File: src/rtl/uart_tx_fifo.sv
// uart_tx_fifo: UART transmitter with internal baud divider, configurable
// frame format (DATA_W data bits, none/odd/even parity, 1..2 stop bits)
// and a small input FIFO with a valid/ready handshake.
//
// Ports:
//   CLK          system clock
//   RSTn         asynchronous active-low reset
//   TX_Data      word to queue
//   TX_Valid     TX_Data valid this cycle
//   TX_Ready     FIFO can accept a word (count < FIFO_DEPTH)
//   TX_Pin_Out   registered serial line, idle high
//   TX_Busy      high from START through the last STOP bit
//   TX_Done_Sig  one-cycle pulse after each frame's last stop bit
//   FIFO_Count   words queued, excluding the word on the line

module uart_tx_fifo #(
    parameter int CLKS_PER_BIT = 434,
    parameter int DATA_W       = 8,
    parameter int PARITY       = 0,
    parameter int STOP_BITS    = 1,
    parameter int FIFO_DEPTH   = 4
) (
    input  logic                          CLK,
    input  logic                          RSTn,
    input  logic [DATA_W-1:0]             TX_Data,
    input  logic                          TX_Valid,
    output logic                          TX_Ready,
    output logic                          TX_Pin_Out,
    output logic                          TX_Busy,
    output logic                          TX_Done_Sig,
    output logic [$clog2(FIFO_DEPTH):0]   FIFO_Count
);

    localparam int AW = $clog2(FIFO_DEPTH);
    localparam int CW = AW + 1;
    localparam int BW = (CLKS_PER_BIT > 1) ? $clog2(CLKS_PER_BIT) : 1;
    localparam int IW = $clog2(DATA_W) + 1;

    localparam logic [BW-1:0] BAUD_MAX  = BW'(CLKS_PER_BIT - 1);
    localparam logic [IW-1:0] DATA_LAST = IW'(DATA_W - 1);
    localparam logic [IW-1:0] STOP_LAST = IW'(STOP_BITS - 1);
    localparam logic [CW-1:0] FULL_CNT  = CW'(FIFO_DEPTH);

    // Elaboration-time parameter range checks
    if (CLKS_PER_BIT < 2) begin : g_err_cpb
        $error("uart_tx_fifo: CLKS_PER_BIT must be >= 2");
    end
    if (DATA_W < 5 || DATA_W > 9) begin : g_err_dw
        $error("uart_tx_fifo: DATA_W must be 5..9");
    end
    if (PARITY < 0 || PARITY > 2) begin : g_err_par
        $error("uart_tx_fifo: PARITY must be 0, 1 or 2");
    end
    if (STOP_BITS < 1 || STOP_BITS > 2) begin : g_err_stop
        $error("uart_tx_fifo: STOP_BITS must be 1 or 2");
    end
    if (FIFO_DEPTH < 2 || (FIFO_DEPTH & (FIFO_DEPTH - 1)) != 0) begin : g_err_depth
        $error("uart_tx_fifo: FIFO_DEPTH must be a power of two >= 2");
    end

    typedef enum logic [2:0] {
        S_IDLE,
        S_START,
        S_DATA,
        S_PAR,
        S_STOP
    } state_t;

    // ------------------------------------------------------------------
    // Input FIFO storage and pointers
    // ------------------------------------------------------------------
    logic [DATA_W-1:0] mem_q [FIFO_DEPTH];
    logic [AW-1:0]     wptr_q, wptr_d;
    logic [AW-1:0]     rptr_q, rptr_d;
    logic [CW-1:0]     cnt_q, cnt_d;
    logic              push;
    logic              pop;
    logic [DATA_W-1:0] head;

    assign TX_Ready = (cnt_q < FULL_CNT);
    assign push     = TX_Valid && TX_Ready;
    assign head     = mem_q[rptr_q];

    always_comb begin
        wptr_d = wptr_q;
        rptr_d = rptr_q;
        cnt_d  = cnt_q;
        if (push) begin
            wptr_d = wptr_q + 1'b1;
        end
        if (pop) begin
            rptr_d = rptr_q + 1'b1;
        end
        unique case ({push, pop})
            2'b10:   cnt_d = cnt_q + 1'b1;
            2'b01:   cnt_d = cnt_q - 1'b1;
            default: cnt_d = cnt_q;
        endcase
    end

    // Storage carries no reset; only the pointers define its contents
    always_ff @(posedge CLK) begin
        if (push) begin
            mem_q[wptr_q] <= TX_Data;
        end
    end

    always_ff @(posedge CLK or negedge RSTn) begin
        if (!RSTn) begin
            wptr_q <= '0;
            rptr_q <= '0;
            cnt_q  <= '0;
        end else begin
            wptr_q <= wptr_d;
            rptr_q <= rptr_d;
            cnt_q  <= cnt_d;
        end
    end

    // ------------------------------------------------------------------
    // Transmit state machine
    // ------------------------------------------------------------------
    state_t            state_q, state_d;
    logic [BW-1:0]     baud_q, baud_d;
    logic [IW-1:0]     bit_q, bit_d;
    logic [DATA_W-1:0] shift_q, shift_d;
    logic              par_q, par_d;
    logic              tx_q, tx_d;
    logic              done_q, done_d;
    logic              bit_end;
    logic              have_word;

    assign bit_end   = (baud_q == BAUD_MAX);
    assign have_word = (cnt_q != '0);

    always_comb begin
        state_d = state_q;
        baud_d  = bit_end ? '0 : baud_q + 1'b1;
        bit_d   = bit_q;
        shift_d = shift_q;
        par_d   = par_q;
        tx_d    = tx_q;
        done_d  = 1'b0;
        pop     = 1'b0;

        unique case (state_q)
            S_IDLE: begin
                baud_d = '0;
                bit_d  = '0;
                tx_d   = 1'b1;
                if (have_word) begin
                    pop     = 1'b1;
                    state_d = S_START;
                    tx_d    = 1'b0;
                end
            end

            S_START: begin
                if (bit_end) begin
                    state_d = S_DATA;
                    bit_d   = '0;
                    tx_d    = shift_q[0];
                    shift_d = shift_q >> 1;
                end
            end

            S_DATA: begin
                if (bit_end) begin
                    if (bit_q == DATA_LAST) begin
                        bit_d = '0;
                        if (PARITY != 0) begin
                            state_d = S_PAR;
                            tx_d    = par_q;
                        end else begin
                            state_d = S_STOP;
                            tx_d    = 1'b1;
                        end
                    end else begin
                        bit_d   = bit_q + 1'b1;
                        tx_d    = shift_q[0];
                        shift_d = shift_q >> 1;
                    end
                end
            end

            S_PAR: begin
                if (bit_end) begin
                    state_d = S_STOP;
                    bit_d   = '0;
                    tx_d    = 1'b1;
                end
            end

            S_STOP: begin
                if (bit_end) begin
                    if (bit_q == STOP_LAST) begin
                        done_d = 1'b1;
                        bit_d  = '0;
                        // Chain straight into the next start bit when queued
                        if (have_word) begin
                            pop     = 1'b1;
                            state_d = S_START;
                            tx_d    = 1'b0;
                        end else begin
                            state_d = S_IDLE;
                            tx_d    = 1'b1;
                        end
                    end else begin
                        bit_d = bit_q + 1'b1;
                    end
                end
            end

            default: begin
                state_d = S_IDLE;
                baud_d  = '0;
                bit_d   = '0;
                tx_d    = 1'b1;
            end
        endcase

        // Load the popped word and derive its parity from that word
        if (pop) begin
            baud_d  = '0;
            shift_d = head;
            par_d   = (PARITY == 1) ? ~^head : ^head;
        end
    end

    always_ff @(posedge CLK or negedge RSTn) begin
        if (!RSTn) begin
            state_q <= S_IDLE;
            baud_q  <= '0;
            bit_q   <= '0;
            shift_q <= '0;
            par_q   <= 1'b0;
            tx_q    <= 1'b1;
            done_q  <= 1'b0;
        end else begin
            state_q <= state_d;
            baud_q  <= baud_d;
            bit_q   <= bit_d;
            shift_q <= shift_d;
            par_q   <= par_d;
            tx_q    <= tx_d;
            done_q  <= done_d;
        end
    end

    assign TX_Pin_Out  = tx_q;
    assign TX_Busy     = (state_q != S_IDLE);
    assign TX_Done_Sig = done_q;
    assign FIFO_Count  = cnt_q;

endmodule
File: config.mk
export PLATFORM = sky130hd
export DESIGN_NAME = uart_tx_fifo
export DESIGN_NICKNAME = d
export VERILOG_FILES = /design/src/rtl/uart_tx_fifo.sv
export SDC_FILE = /design/constraint.sdc
export NUM_CORES = 1
export LEC_CHECK = 0
export ABC_AREA = 1
export BUFFER_PORTS_ARGS = -buffer_cell sky130_fd_sc_hd__buf_2
export CORE_UTILIZATION = 40
export DETAILED_ROUTE_END_ITERATION = 6
export GPL_TIMING_DRIVEN = 0
export PLACE_DENSITY = 0.62
export SLEW_MARGIN = 25
export SYNTH_ARGS = -nofsm -noshare
export SYNTH_HDL_FRONTEND = slang
export SYNTH_SLANG_ARGS = --single-unit
File: constraint.sdc
create_clock -name CLK -period 5.1 [get_ports CLK]
set_input_delay 0.51 -clock CLK [delete_from_list [all_inputs] [get_ports CLK]]
set_output_delay 0.51 -clock CLK [all_outputs]
set_load 0.01 [all_outputs]
==> results.sh, run 1 <==
export IMPL_finalClockSkew_ns=0.00437
export IMPL_fin_cells=417
export IMPL_r2r_start="bit_q[0]"
export IMPL_drtIter0Drc=129
export IMPL_clock_latency_ns=0.34
export IMPL_ir_worst_vdd_v=0.000214
export IMPL_max_slew_margin_pct=45.9
export IMPL_synth_nets=306
export IMPL_drt_wirelength_per_cell_um=13.2
export IMPL_p_switching_uw=337
export IMPL_cts_tree="built"
export IMPL_grt_pass1_vias=1973
export IMPL_cts_buffers=9
export IMPL_dp_cells=401
export IMPL_seq_area_mm2=0.00179
export IMPL_die_area_mm2=0.00783
export IMPL_tightest_slew_ns=0.809
export IMPL_start_util_pct=41.3
export IMPL_avgSynthCellArea_um2=10.5
export IMPL_multi_input_area_mm2=0.00107
export IMPL_routabilityCongestion=0.820
export IMPL_vias_per_cell=4.81
export IMPL_cts_sinks=65
export IMPL_seqPwrFrac_pct=49.7
export IMPL_area_growth_pct=14.5
export IMPL_period_share_pct=48.6
export IMPL_track_usage_pct=16.2
export IMPL_syn_inst=285
export IMPL_crit_chain="inv_1, ha_1, nand2_1, nor2_4, nand3_2, a21boi_4, ha_1, inv_1, fa_1, a21oi_1, o21ai_0, xor2_1"
export IMPL_ys_ff_latch=65
export IMPL_r2r_slack_ns=2.62
export IMPL_ant_nets=0
export IMPL_htree_levels=3
export IMPL_drt_wl_total_um=5490
export IMPL_io_buffers=17
export IMPL_cts_setup_buffers=0
export IMPL_path_max_fanout=10
export IMPL_arrival_ns=2.70
export IMPL_synth_area_mm2=0.00299
export IMPL_p_int_uw=940
export IMPL_min_period_ns=2.48
export IMPL_yosysWarningCount=0
export IMPL_setup_violations=0
export IMPL_yosysTopAreaCell="edfxtp_1"
export IMPL_path_buf_inv=2
export IMPL_pwr_share_comb_pct=11.6
export IMPL_die_h_um=88.5
export IMPL_netlist_cell_type_count=29
export IMPL_drc_errors=0
export IMPL_synth_common_cells="nor2_1 (40), dfrtp_1 (32), edfxtp_1 (32)"
export IMPL_synth_edf_count=32
export IMPL_cts_root_buf="clkbuf_8"
export IMPL_setup_worst_path_start="bit_q[0]"
export IMPL_yosysTopAreaCellShare_pct=32.1
export IMPL_drive_above_1_share_pct=21.4
export IMPL_cap_viol_max_count=0
export IMPL_fmax_ghz=0.403
export IMPL_finalHoldViolCount=0
export IMPL_post_synth_top_count_cell="nor2_1"
export IMPL_diodes=0
export IMPL_synth_seq_area_share_pct=59.7
export IMPL_antenna_found_initial=0
export IMPL_p_leak_uw=0.00138
export IMPL_cts_buffer_depth=2
export IMPL_via_count=2007
export IMPL_power_density_mw_per_mm2=373
export IMPL_swShare_pct=26.4
export IMPL_rr_worst_depth=12
export IMPL_rsz0062_at_grt="false"
export IMPL_place_hpwl_um=3760
export IMPL_drt_pass1_iter_count=4
export IMPL_synth_flop_cell="edfxtp_1"
export IMPL_cp_end_kind="flop"
export IMPL_grt_overflow=0
export IMPL_status="completed"
export IMPL_maxSlewViolCount=0
export IMPL_cp_start_kind="flop"
export IMPL_cts_resized=0
export IMPL_async_reset_ff_share_pct=50.8
export IMPL_cp_slowest_stage_delay_ns=0.38
export IMPL_worstReg2RegEnd="FIFO_Count[2]"
export IMPL_rows=31
export IMPL_io_pins=18
export IMPL_die_x_um=88.5
export IMPL_grt_max_degree=34
export IMPL_core_area_mm2=0.00725
export IMPL_crit_family="adder cells"
export IMPL_cp_required_ns=5.32
export IMPL_holdBufCountCts=0
export IMPL_grt_first_pass_wirelength_um=9400
export IMPL_tns_ns=0
export IMPL_hp_class="in -> async"
export IMPL_cts_clk_slew_worst_paths_ns=0.08
export IMPL_nFillCells=691
export IMPL_clkPwrFrac_pct=38.7
export IMPL_final_nets=334
export IMPL_synth_area_leaders="edfxtp_1 (32%), dfrtp_1 (27%), nand3_1 (5.2%)"
export IMPL_critical_path_class="reg -> reg"
export IMPL_crit_slowest_cell="dfrtp_1"
## cell type report
class                      count  area share (%)
sequential                    65            52.2
multi-input combinational    188            31.1
clock buffer                   9            3.61
tap                           99            3.61
clock inverter                 7            2.96
inverter                      27            2.96
timing repair buffer          17            2.48
buffer                         5            1.10
## state kept, by name (all words and copies together), names as in the netlist
register,flops
FIFO_Count,3
bit_q,4
rptr_q,2
wptr_q,2
mem_q,32
TX_Pin_Out,1
shift_q,8
baud_q,9
TX_Done_Sig,1
state_q,3
## how the worst max path moves through the flow
stage | cells past startpoint | endpoint | slack, ns
2_1_floorplan | 12 | FIFO_Count[2] | 2.85
3_3_place_gp | 12 | FIFO_Count[2] | 2.61
3_5_place_dp | 12 | FIFO_Count[2] | 2.59
4_1_cts | 12 | FIFO_Count[2] | 2.57
5_1_grt | 12 | FIFO_Count[2] | 2.37
6_report | 12 | FIFO_Count[2] | 2.62
## routing by layer
metal | share of wire (%) | global-route usage [%] | up-vias
met5 | 0 | 0 | -
met3 | 2.8 | 3.64 | 8
met1 | 48 | 20.5 | 946
met2 | 48 | 26.3 | 32
li1 | - | - | 1021
met4 | 1.0 | 7.62 | 0
## placed cells by master (no fill, tap or decap), types with 3 or more instances in the layout
cell,n
buf_2,20
edfxtp_1,32
nor2_1,40
nand2_4,3
o21ai_0,22
o22ai_1,8
nand3_1,31
nor2_2,4
inv_1,20
nor3_1,5
a21oi_1,7
clkbuf_8,9
ha_1,9
dfrtp_1,32
nand2_2,8
o21ai_1,4
inv_2,7
nand2_1,30
xor2_1,6
## per-stage QoR
stage	cell area (um^2)	util [%]	power, uW	setup WS [ns]	hold slack [ns]
4_1_cts	3430	47.2	1290	2.57	0.263
3_5_place_dp	3200	44.1	799	2.59	0.473
5_1_grt	3430	47.2	1340	2.37	0.302
2_1_floorplan	2990	-	738	2.85	0.214
6_report	3430	47.2	1280	2.62	0.237
3_3_place_gp	3200	44.1	791	2.61	0.466
## power by group through the flow
stage | Clock [uW] | Combinational (uW) | Sequential [uW]
detailed placement | 0 | 153 | 647
global route | 521 | 172 | 642
global placement | 0 | 147 | 644
CTS | 500 | 153 | 636
finish | 494 | 148 | 635
floorplan | 0 | 91.5 | 647
## cell families after synthesis
family                     count (synthesis)  share of synthesized area, %
DFF                                       65                          59.7
AOI/OAI and AO/OA                         45                          9.07
and+or+nand+nor                          125                          19.8
xor gates and xnor gates                   8                          2.34
buffers and inverters                     32                          4.64
adders and majority gates                 10                          4.43
(Power assumes the default switching activity.)
==> run 2: changes to the inputs <==
- ABC_AREA: 1 -> 0
- clock period: 5.1 -> 2.4 ns (I/O delays scaled with it)
==> run 2 against run 1 <==
Net effect:
- hold slack lost 0.13 ns
- global-route usage down 0.22 points
- total power grew to 3.3 times the previous value
==> results.sh, run 2 <==
export IMPL_ir_worst_vdd_v=0.000607
export IMPL_drt_wl_total_um=5420
export IMPL_power_density_mw_per_mm2=1200
export IMPL_largest_register="mem_q"
export IMPL_drt_pass1_iter_count=4
export IMPL_start_util_pct=42.5
export IMPL_finalHoldViolCount=0
export IMPL_multi_input_area_mm2=0.00112
export IMPL_r2r_slack_ns=0.02
export IMPL_grt_max_degree=34
export IMPL_synth_flop_cell="edfxtp_1"
export IMPL_antenna_found_initial=0
export IMPL_avgSynthCellArea_um2=13.3
export IMPL_ant_nets=0
export IMPL_synth_nets=242
export IMPL_drc_errors=0
export IMPL_place_ws_ns=-0.335
export IMPL_critical_path_class="reg -> reg"
export IMPL_dp_cells=334
export IMPL_final_cell_area_mm2=0.00348
export IMPL_drt_wirelength_per_cell_um=15.1
export IMPL_final_nets=279
export IMPL_htree_levels=3
export IMPL_die_x_um=87.9
export IMPL_cts_buffers=9
export IMPL_synth_common_cells="dfrtp_1 (32), edfxtp_1 (32), o21ai_0 (17)"
export IMPL_via_count=1817
export IMPL_drive_above_1_share_pct=27.0
export IMPL_tightest_slew_ns=0.864
export IMPL_cp_endpoint="FIFO_Count[2]"
export IMPL_vias_per_cell=5.06
export IMPL_synth_edf_count=32
export IMPL_yosysWarningCount=0
export IMPL_die_area_mm2=0.00772
export IMPL_layout_setup_ws_ns=0.0195
export IMPL_cts_root_buf="clkbuf_8"
export IMPL_netlist_cell_type_count=49
export IMPL_worstReg2RegEnd="FIFO_Count[2]"
export IMPL_ys_ff_latch=65
export IMPL_tns_ns=0
export IMPL_status="completed"
export IMPL_drtIter0Drc=89
export IMPL_cts_tree="built"
export IMPL_io_buffers=17
export IMPL_largest_reg_flops=32
export IMPL_syn_inst=221
export IMPL_synth_area_mm2=0.00295
export IMPL_hp_class="in -> reg"
export IMPL_track_usage_pct=15.9
export IMPL_rows=30
export IMPL_path_max_fanout=2
export IMPL_cts_sinks=65
export IMPL_period_share_pct=99.2
export IMPL_postPlaceCellArea_mm2=0.00318
export IMPL_area_growth_pct=18.1
export IMPL_hold_depth=1
export IMPL_die_h_um=87.9
export IMPL_cts_clk_slew_worst_paths_ns=0.08
export IMPL_nFillCells=603
export IMPL_worstHoldStart="TX_Data[2]"
export IMPL_maxSlewViolCount=0
export IMPL_fin_cells=359
export IMPL_cp_required_ns=2.67
export IMPL_fmax_ghz=0.420
export IMPL_yosysTopAreaCellShare_pct=32.6
export IMPL_clock_latency_ns=0.35
export IMPL_synth_seq_area_share_pct=60.6
export IMPL_p_leak_uw=0.00133
export IMPL_min_period_ns=2.38
export IMPL_grt_pass1_vias=1861
export IMPL_setup_worst_path_start="bit_q[0]"
export IMPL_r2r_start="bit_q[0]"
export IMPL_synth_area_leaders="edfxtp_1 (33%), dfrtp_1 (27%), mux4_2 (6.1%)"
export IMPL_io_pins=18
export IMPL_grt_first_pass_wirelength_um=9080
export IMPL_fin_hold_ws_ns=0.102
export IMPL_core_area_mm2=0.00694
export IMPL_rr_worst_depth=12
export IMPL_async_reset_ff_share_pct=50.8
export IMPL_cp_end_kind="flop"
export IMPL_place_hpwl_um=3510
export IMPL_cp_start_kind="flop"
export IMPL_cap_viol_max_count=0
export IMPL_seq_area_mm2=0.00179
export IMPL_max_slew_margin_pct=41.9
export IMPL_rsz0062_at_grt="true"
export IMPL_yosysTopAreaCell="edfxtp_1"
export IMPL_diodes=0
export IMPL_cts_buffer_depth=2
export IMPL_grt_overflow=0
export IMPL_setup_violations=0
export IMPL_final_cell_mix="dfrtp_1 (32), edfxtp_1 (32), buf_2 (19)"
export IMPL_top_regs="mem_q (32), baud_q (9), shift_q (8)"
export IMPL_arrival_ns=2.65
export IMPL_finalClockSkew_ns=0.0117
export IMPL_routabilityCongestion=0.758
run 2: area by class of cell:
class / count / share of cell area (%)
clock buffers: 11 / 3.77
flip-flops and latches: 65 / 51.3
plain buffers: 5 / 0.610
multi-input cells: 135 / 32.3
inverters: 16 / 1.80
clock inverters: 5 / 2.33
well taps: 96 / 3.45
repair buffers: 26 / 4.45
run 2: worst min path at each step:
| stage | end | slack [ns] |
|---|---|---|
| after floorplan | FIFO_Count[0] | -0.06 |
| after global placement | baud_q[5] | 0.35 |
| after detailed placement | baud_q[5] | 0.37 |
| after CTS | mem_q[3][5] | 0.09 |
| after global routing | mem_q[1][2] | 0.1 |
| final | mem_q[2][2] | 0.10 |
run 2: what timing repair did:
| action | CTS | global route |
|---|---|---|
| setup endpoints to repair | 2 | 2 |
| gates resized for setup | 5 | 1 |
| hold buffers | 1 | 0 |
| setup buffers | 6 | 2 |
| pin swaps | 3 | 0 |
| hold endpoints to repair | 24 | 0 |
run 2: per-layer routing:
layer / GRT usage [%] / share of wire, % / vias to the layer above
li1: - / - / 883
met1: 20.3 / 47 / 898
met2: 25.8 / 48 / 26
met3: 4.81 / 3.1 / 10
met4: 5.81 / 1.5 / 0
met5: 0 / 0 / -
run 2: cell families after synthesis:
kind of cell	share of synthesized area, %
AO/OA/AOI/OAI	9.25
XOR/XNOR	3.27
adder cells (fa/ha/maj)	4.50
buffers and inverters	2.76
flip-flops	60.6
multiplexers	7.59
AND/OR/NAND/NOR	12.0
run 2: critical path, stage by stage (launching register included):
cell and delay (ns):
dfrtp_1 0.40, inv_2 0.09, ha_4 0.14, or3b_4 0.39, o31ai_4 0.27, nand2_4 0.09
inv_4 0.07, ha_4 0.13, inv_2 0.03, fa_2 0.32, xor2_1 0.14, nor2_1 0.11
xnor2_1 0.12
run 2: power breakdown:
group	internal (uW)	switching, uW
registers	1460	175
clock network	586	423
logic	708	820
total	2750	1420
run 2: stage by stage:
step / util (%) / total power, uW
floorplan: - / 2750
global placement: 45.8 / 3100
detailed placement: 45.8 / 3140
CTS: 50.0 / 4220
global route: 50.2 / 4470
finish: 50.2 / 4170
